[src/rtl/pipe_skid_stage_pkg.sv]
// Shared core definitions for valid/ready handshake stages.
package pipe_skid_stage_pkg;

  // Occupancy state of a two-slot handshake stage; encoding equals entry count.
  typedef enum logic [1:0] {
    ST_EMPTY = 2'd0,
    ST_ONE   = 2'd1,
    ST_FULL  = 2'd2
  } skid_state_e;

  // Number of held entries for a given occupancy state.
  function automatic logic [1:0] state_count(input skid_state_e s);
    logic [1:0] n;
    case (s)
      ST_EMPTY: n = 2'd0;
      ST_ONE:   n = 2'd1;
      ST_FULL:  n = 2'd2;
      default:  n = 2'd0;
    endcase
    return n;
  endfunction

endpackage

[src/rtl/pipe_skid_stage.sv]
// Two-slot skid buffer: fully registered valid/ready pipeline stage.
// MAIN drives out_data; SKID catches the entry accepted while MAIN stalls.
module pipe_skid_stage
  import pipe_skid_stage_pkg::*;
#(
  parameter int unsigned      DATAW     = 32,
  parameter logic [DATAW-1:0] RST_VALUE = '0
) (
  input  logic             clk,
  input  logic             rst_n,
  input  logic             flush,
  input  logic             in_valid,
  output logic             in_ready,
  input  logic [DATAW-1:0] in_data,
  output logic             out_valid,
  input  logic             out_ready,
  output logic [DATAW-1:0] out_data,
  output logic [1:0]       count
);

  skid_state_e      r_state;
  skid_state_e      w_state_nxt;
  logic [DATAW-1:0] r_main;
  logic [DATAW-1:0] r_skid;

  logic w_in_fire;
  logic w_out_fire;
  logic w_main_ld_in;
  logic w_main_ld_skid;
  logic w_skid_ld;

  // Handshake outputs depend on state flops only, never on out_ready/in_valid.
  assign in_ready   = (r_state != ST_FULL);
  assign out_valid  = (r_state != ST_EMPTY);
  assign out_data   = r_main;
  assign count      = state_count(r_state);

  assign w_in_fire  = in_valid & in_ready;
  assign w_out_fire = out_valid & out_ready;

  // Next-state and slot-load decode; flush only clears state, slots keep contents.
  always_comb begin
    w_state_nxt    = r_state;
    w_main_ld_in   = 1'b0;
    w_main_ld_skid = 1'b0;
    w_skid_ld      = 1'b0;
    if (flush) begin
      w_state_nxt = ST_EMPTY;
    end else begin
      case (r_state)
        ST_EMPTY: begin
          if (w_in_fire) begin
            w_main_ld_in = 1'b1;
            w_state_nxt  = ST_ONE;
          end
        end
        ST_ONE: begin
          case ({w_in_fire, w_out_fire})
            2'b11: w_main_ld_in = 1'b1;
            2'b10: begin
              w_skid_ld   = 1'b1;
              w_state_nxt = ST_FULL;
            end
            2'b01: w_state_nxt = ST_EMPTY;
            default: ;
          endcase
        end
        ST_FULL: begin
          if (w_out_fire) begin
            w_main_ld_skid = 1'b1;
            w_state_nxt    = ST_ONE;
          end
        end
        default: w_state_nxt = ST_EMPTY;
      endcase
    end
  end

  // Occupancy state register.
  always_ff @(posedge clk or negedge rst_n) begin
    if (!rst_n) begin
      r_state <= ST_EMPTY;
    end else begin
      r_state <= w_state_nxt;
    end
  end

  // Data slots: MAIN takes new input or the skid entry, SKID takes overflow input.
  always_ff @(posedge clk or negedge rst_n) begin
    if (!rst_n) begin
      r_main <= RST_VALUE;
      r_skid <= RST_VALUE;
    end else begin
      if (w_main_ld_in) begin
        r_main <= in_data;
      end else if (w_main_ld_skid) begin
        r_main <= r_skid;
      end
      if (w_skid_ld) begin
        r_skid <= in_data;
      end
    end
  end

endmodule
[config.mk]
export PLATFORM = sky130hd
export DESIGN_NAME = pipe_skid_stage
export DESIGN_NICKNAME = d
export VERILOG_FILES = /design/src/rtl/pipe_skid_stage_pkg.sv /design/src/rtl/pipe_skid_stage.sv
export SDC_FILE = /design/constraint.sdc
export NUM_CORES = 1
export LEC_CHECK = 0
export BUFFER_PORTS_ARGS = -buffer_cell sky130_fd_sc_hd__buf_4
export CORE_MARGIN = 8
export CORE_UTILIZATION = 50
export CTS_BUF_LIST = sky130_fd_sc_hd__clkbuf_2 sky130_fd_sc_hd__clkbuf_4 sky130_fd_sc_hd__clkbuf_8
export CTS_CLUSTER_DIAMETER = 80
export DETAILED_ROUTE_END_ITERATION = 8
export GPL_ROUTABILITY_DRIVEN = 1
export PLACE_DENSITY = 0.79
export SLEW_MARGIN = 20
export SYNTH_ARGS = -nofsm -noshare
export SYNTH_HDL_FRONTEND = slang
export SYNTH_SLANG_ARGS = --single-unit
[constraint.sdc]
create_clock -name clk -period 1.53 [get_ports clk]
set_input_delay 0.0765 -clock clk [delete_from_list [all_inputs] [get_ports clk]]
set_output_delay 0.0765 -clock clk [all_outputs]
set_load 0.03 [all_outputs]
==> results by group <==
STA
  – Worst-margin pin slew: 0.481 ns
  – Final WS setup: -0.114 ns
  – Final hold violation count: 0
  – Slew HR: 0.679
  – Final Skew: 0.00687 ns
  – TNS Setup: -4.75 ns
  – Slew Limit Fails: 0
  – Final setup vio count: 64
  – RSZ-0062 raised after global routing: true
  – Final worst-path cycle share: 1.07
  – Post-layout min period: between 1.5 and 2 ns
  – Max Freq: a little over 0.6 GHz

Pwr
  – Clk pwr share: 0.197
  – Switching power share of the total: 0.338
  – Worst vdd ir: 1.12 mV
  – Internal power: 4190 uW
  – Psw: 2140 uW
  – Combinational share of power: 0.390
  – Leak pwr: 0.00212 uW
  – Sequential share of power: 0.412
  – Pwr/cell area: 1450 nW/um^2

Logic synthesis
  – Mapped Area: 3030 um^2
  – Synth warnings: 0
  – Synth Net Count: roughly 230
  – Post-synthesis sequential area ratio: 0.546
  – Largest family of logic cells by synthesized area: multiplexers
  – Mapped Cells: ~190
  – Post-synthesis mux area share: 0.384
  – Unique masters post-synth: 23
  – Synth top area cells: dfrtp_1, mux2_2, mux2_4
  – XOR/XNOR Fraction of Synth Area: 0
  – Syn avg cell area: roughly 16 um^2
  – Compound-Gate Fraction of Synth Area: 0.0116
  – Largest area contributor in the netlist: dfrtp_1
  – Yosys top cell area share: 0.546
  – Post-synthesis simple-gate area fraction: 0.0335
  – Synth Area in Adders: 0
  – Synth Register Bits: 66

GRT
  – First-pass GRT wire length: between 10000 and 15000 um
  – Number of global-route vias before repair: 2260
  – GR Overflow Total: 0
  – Initial antenna violation count: 0
  – Pin count of the biggest net entering global routing: 37
  – GRT Util Overall: 0.152

Die
  – Initial core utilization: 0.514
  – IO Pins: 73
  – Die H: 93.8 um
  – Die Wd: around 94 um
  – Core area: 5890 um^2
  – Die Area: 8800 um^2
  – Row count: 28

Finish
  – Commonest cells after routing, fill and taps aside: buf_4, dfrtp_1, mux2_2
  – Finished Layout Cells: ~400
  – Ant. Diodes: 0
  – Area growth syn-to-layout: 44.7%
  – Share of post-route cells with drive strength above 1: 0.635
  – Most common cell after layout, fill and taps aside: buf_4
  – Net count reported at finish: 358

Placement
  – Port Buffers: 72
  – Final GP Congestion: 0.800
  – Dpl cells: 345
  – Detailed Place HPWL: 4300 um

Clocking
  – CTS tree: built
  – Clock buffer count from CTS: 9
  – Reg clk slew, reported paths: ~0.070 ns
  – CTS sink cnt: 66
  – Worst-Skew Late Latency: 0.33 ns
  – H-tree depth: 3
  – Clock tree buffer depth: 2
  – Root buffer cell: clkbuf_8

Drt
  – # DRC: 0
  – Vias/cell: just over 5
  – WL per Instance: 15.8 um
  – Pre-Repair DR Iteration Count: 4
  – Drt first-iter violations: 43
  – Antenna Nets Post-Route: 0
  – Final WL: approximately 6300 um
  – Vias post-DR: 2032

Setup path
  – Crit end category: flip-flop
  – Crit-path max FO: 9
  – Worst endpoint data arrival time: around 1.9 ns
  – Critical path startpoint category: flip-flop
  – Setup CP Type: reg2reg
  – Worst Path Required: 1.75 ns

Worst hold path
  – Min-Delay Path Class: in2reg

Job
  – Max-Cap Viols: 0

Status
  – Failing checks: negative setup slack
  – Outcome: complete, but fails checks
-- routing by layer --
metal / GRT usage / up-vias / share of wire
met5: 0 / - / 0
met4: 0.0634 / 0 / 0.013
met3: 0.0560 / 10 / 0.075
met2: 0.242 / 62 / 0.48
met1: 0.180 / 1016 / 0.44
li1: - / 944 / -
-- cells by family (layout without fill, tap and decap cells) --
| group | after synthesis | in the layout |
|---|---|---|
| and+or+nand+nor | 15 | 15 |
| buffers and inverters | 12 | 144 |
| AOI/OAI and AO/OA | 6 | 6 |
| DFF | 66 | 66 |
| muxes | 95 | 95 |
-- registers in the layout, summed over array words and instances (netlist names) --
| register | flops |
|---|---|
| out_data | 32 |
| r_skid | 32 |
| r_state | 2 |
-- power by group through the flow --
stage,sequential [uW],clock [uW],combinational (uW)
after floorplan,3230,0,908
after global routing,2680,1380,2630
after global placement,2620,0,2350
after CTS,2610,1300,2500
final,2610,1250,2470
after detailed placement,2640,0,2410
-- critical path, cell delays in order, from the launching register on --
cell and delay (ns):
dfrtp_2 0.44, nor3b_4 0.24, nand2_4 0.12, buf_12 0.16
mux2_4 0.29, mux2_4 0.26
-- stage by stage --
stage	cell area (um^2)	utilization	worst slack, ns	total power (uW)	hold slack, ns
3_3_place_gp	3810	0.647	-0.0639	4970	0.0665
6_report	4380	0.744	-0.114	6330	0.0663
2_1_floorplan	3050	-	-0.106	4140	-0.219
5_1_grt	4380	0.744	-0.160	6690	0.0578
3_5_place_dp	3810	0.647	-0.0960	5050	0.0652
4_1_cts	4350	0.739	-0.111	6410	0.0359
-- final timing paths --
| check | startpoint | to | slack, ns | cells after the start |
|---|---|---|---|---|
| worst max-delay path | r_state[1] | out_data[22] | -0.11 | 5 |
| worst min-delay path | in_valid | r_state[1] | 0.07 | 3 |
| worst max register to register | r_state[1] | out_data[22] | -0.11 | 5 |
| worst min register to register | r_skid[2] | r_skid[2] | 0.50 | 1 |
| max in group asynchronous | rst_n | out_data[22] | 0.75 | 3 |
| min in group asynchronous | rst_n | out_data[2] | 0.25 | 2 |
-- layout make-up --
type,count,area (um^2)
flip-flops and latches,66,1650
clock inverters,7,46.3
inverters,2,11.3
well taps,75,93.8
fillers,371,1510
multi-input cells,116,1340
clock buffers,9,124
repair buffers,126,1120
-- repair_timing --
item	4_1_cts	5_1_grt
hold endpoints to repair	70	0
resized for setup	2	2
buffers inserted	2	3
setup endpoints to repair	31	65
pin swaps	0	3
hold buffers	35	0
-- synthesized netlist by cell type --
library cell,count
and3_1,1
nand3_1,1
a211oi_1,1
nand2b_1,2
nand2_4,1
mux2_4,26
mux2i_1,3
nand2_1,1
o21bai_1,1
a21oi_1,3
clkbuf_1,1
mux2_1,2
mux2_2,64
nor3b_2,1
or2_2,1
nor2_1,5
nor3b_4,1
dfrtp_1,66
buf_2,6
nor2b_1,1
inv_1,2
o21ai_0,1
buf_6,3
Power figures use the tool's default switching activity.
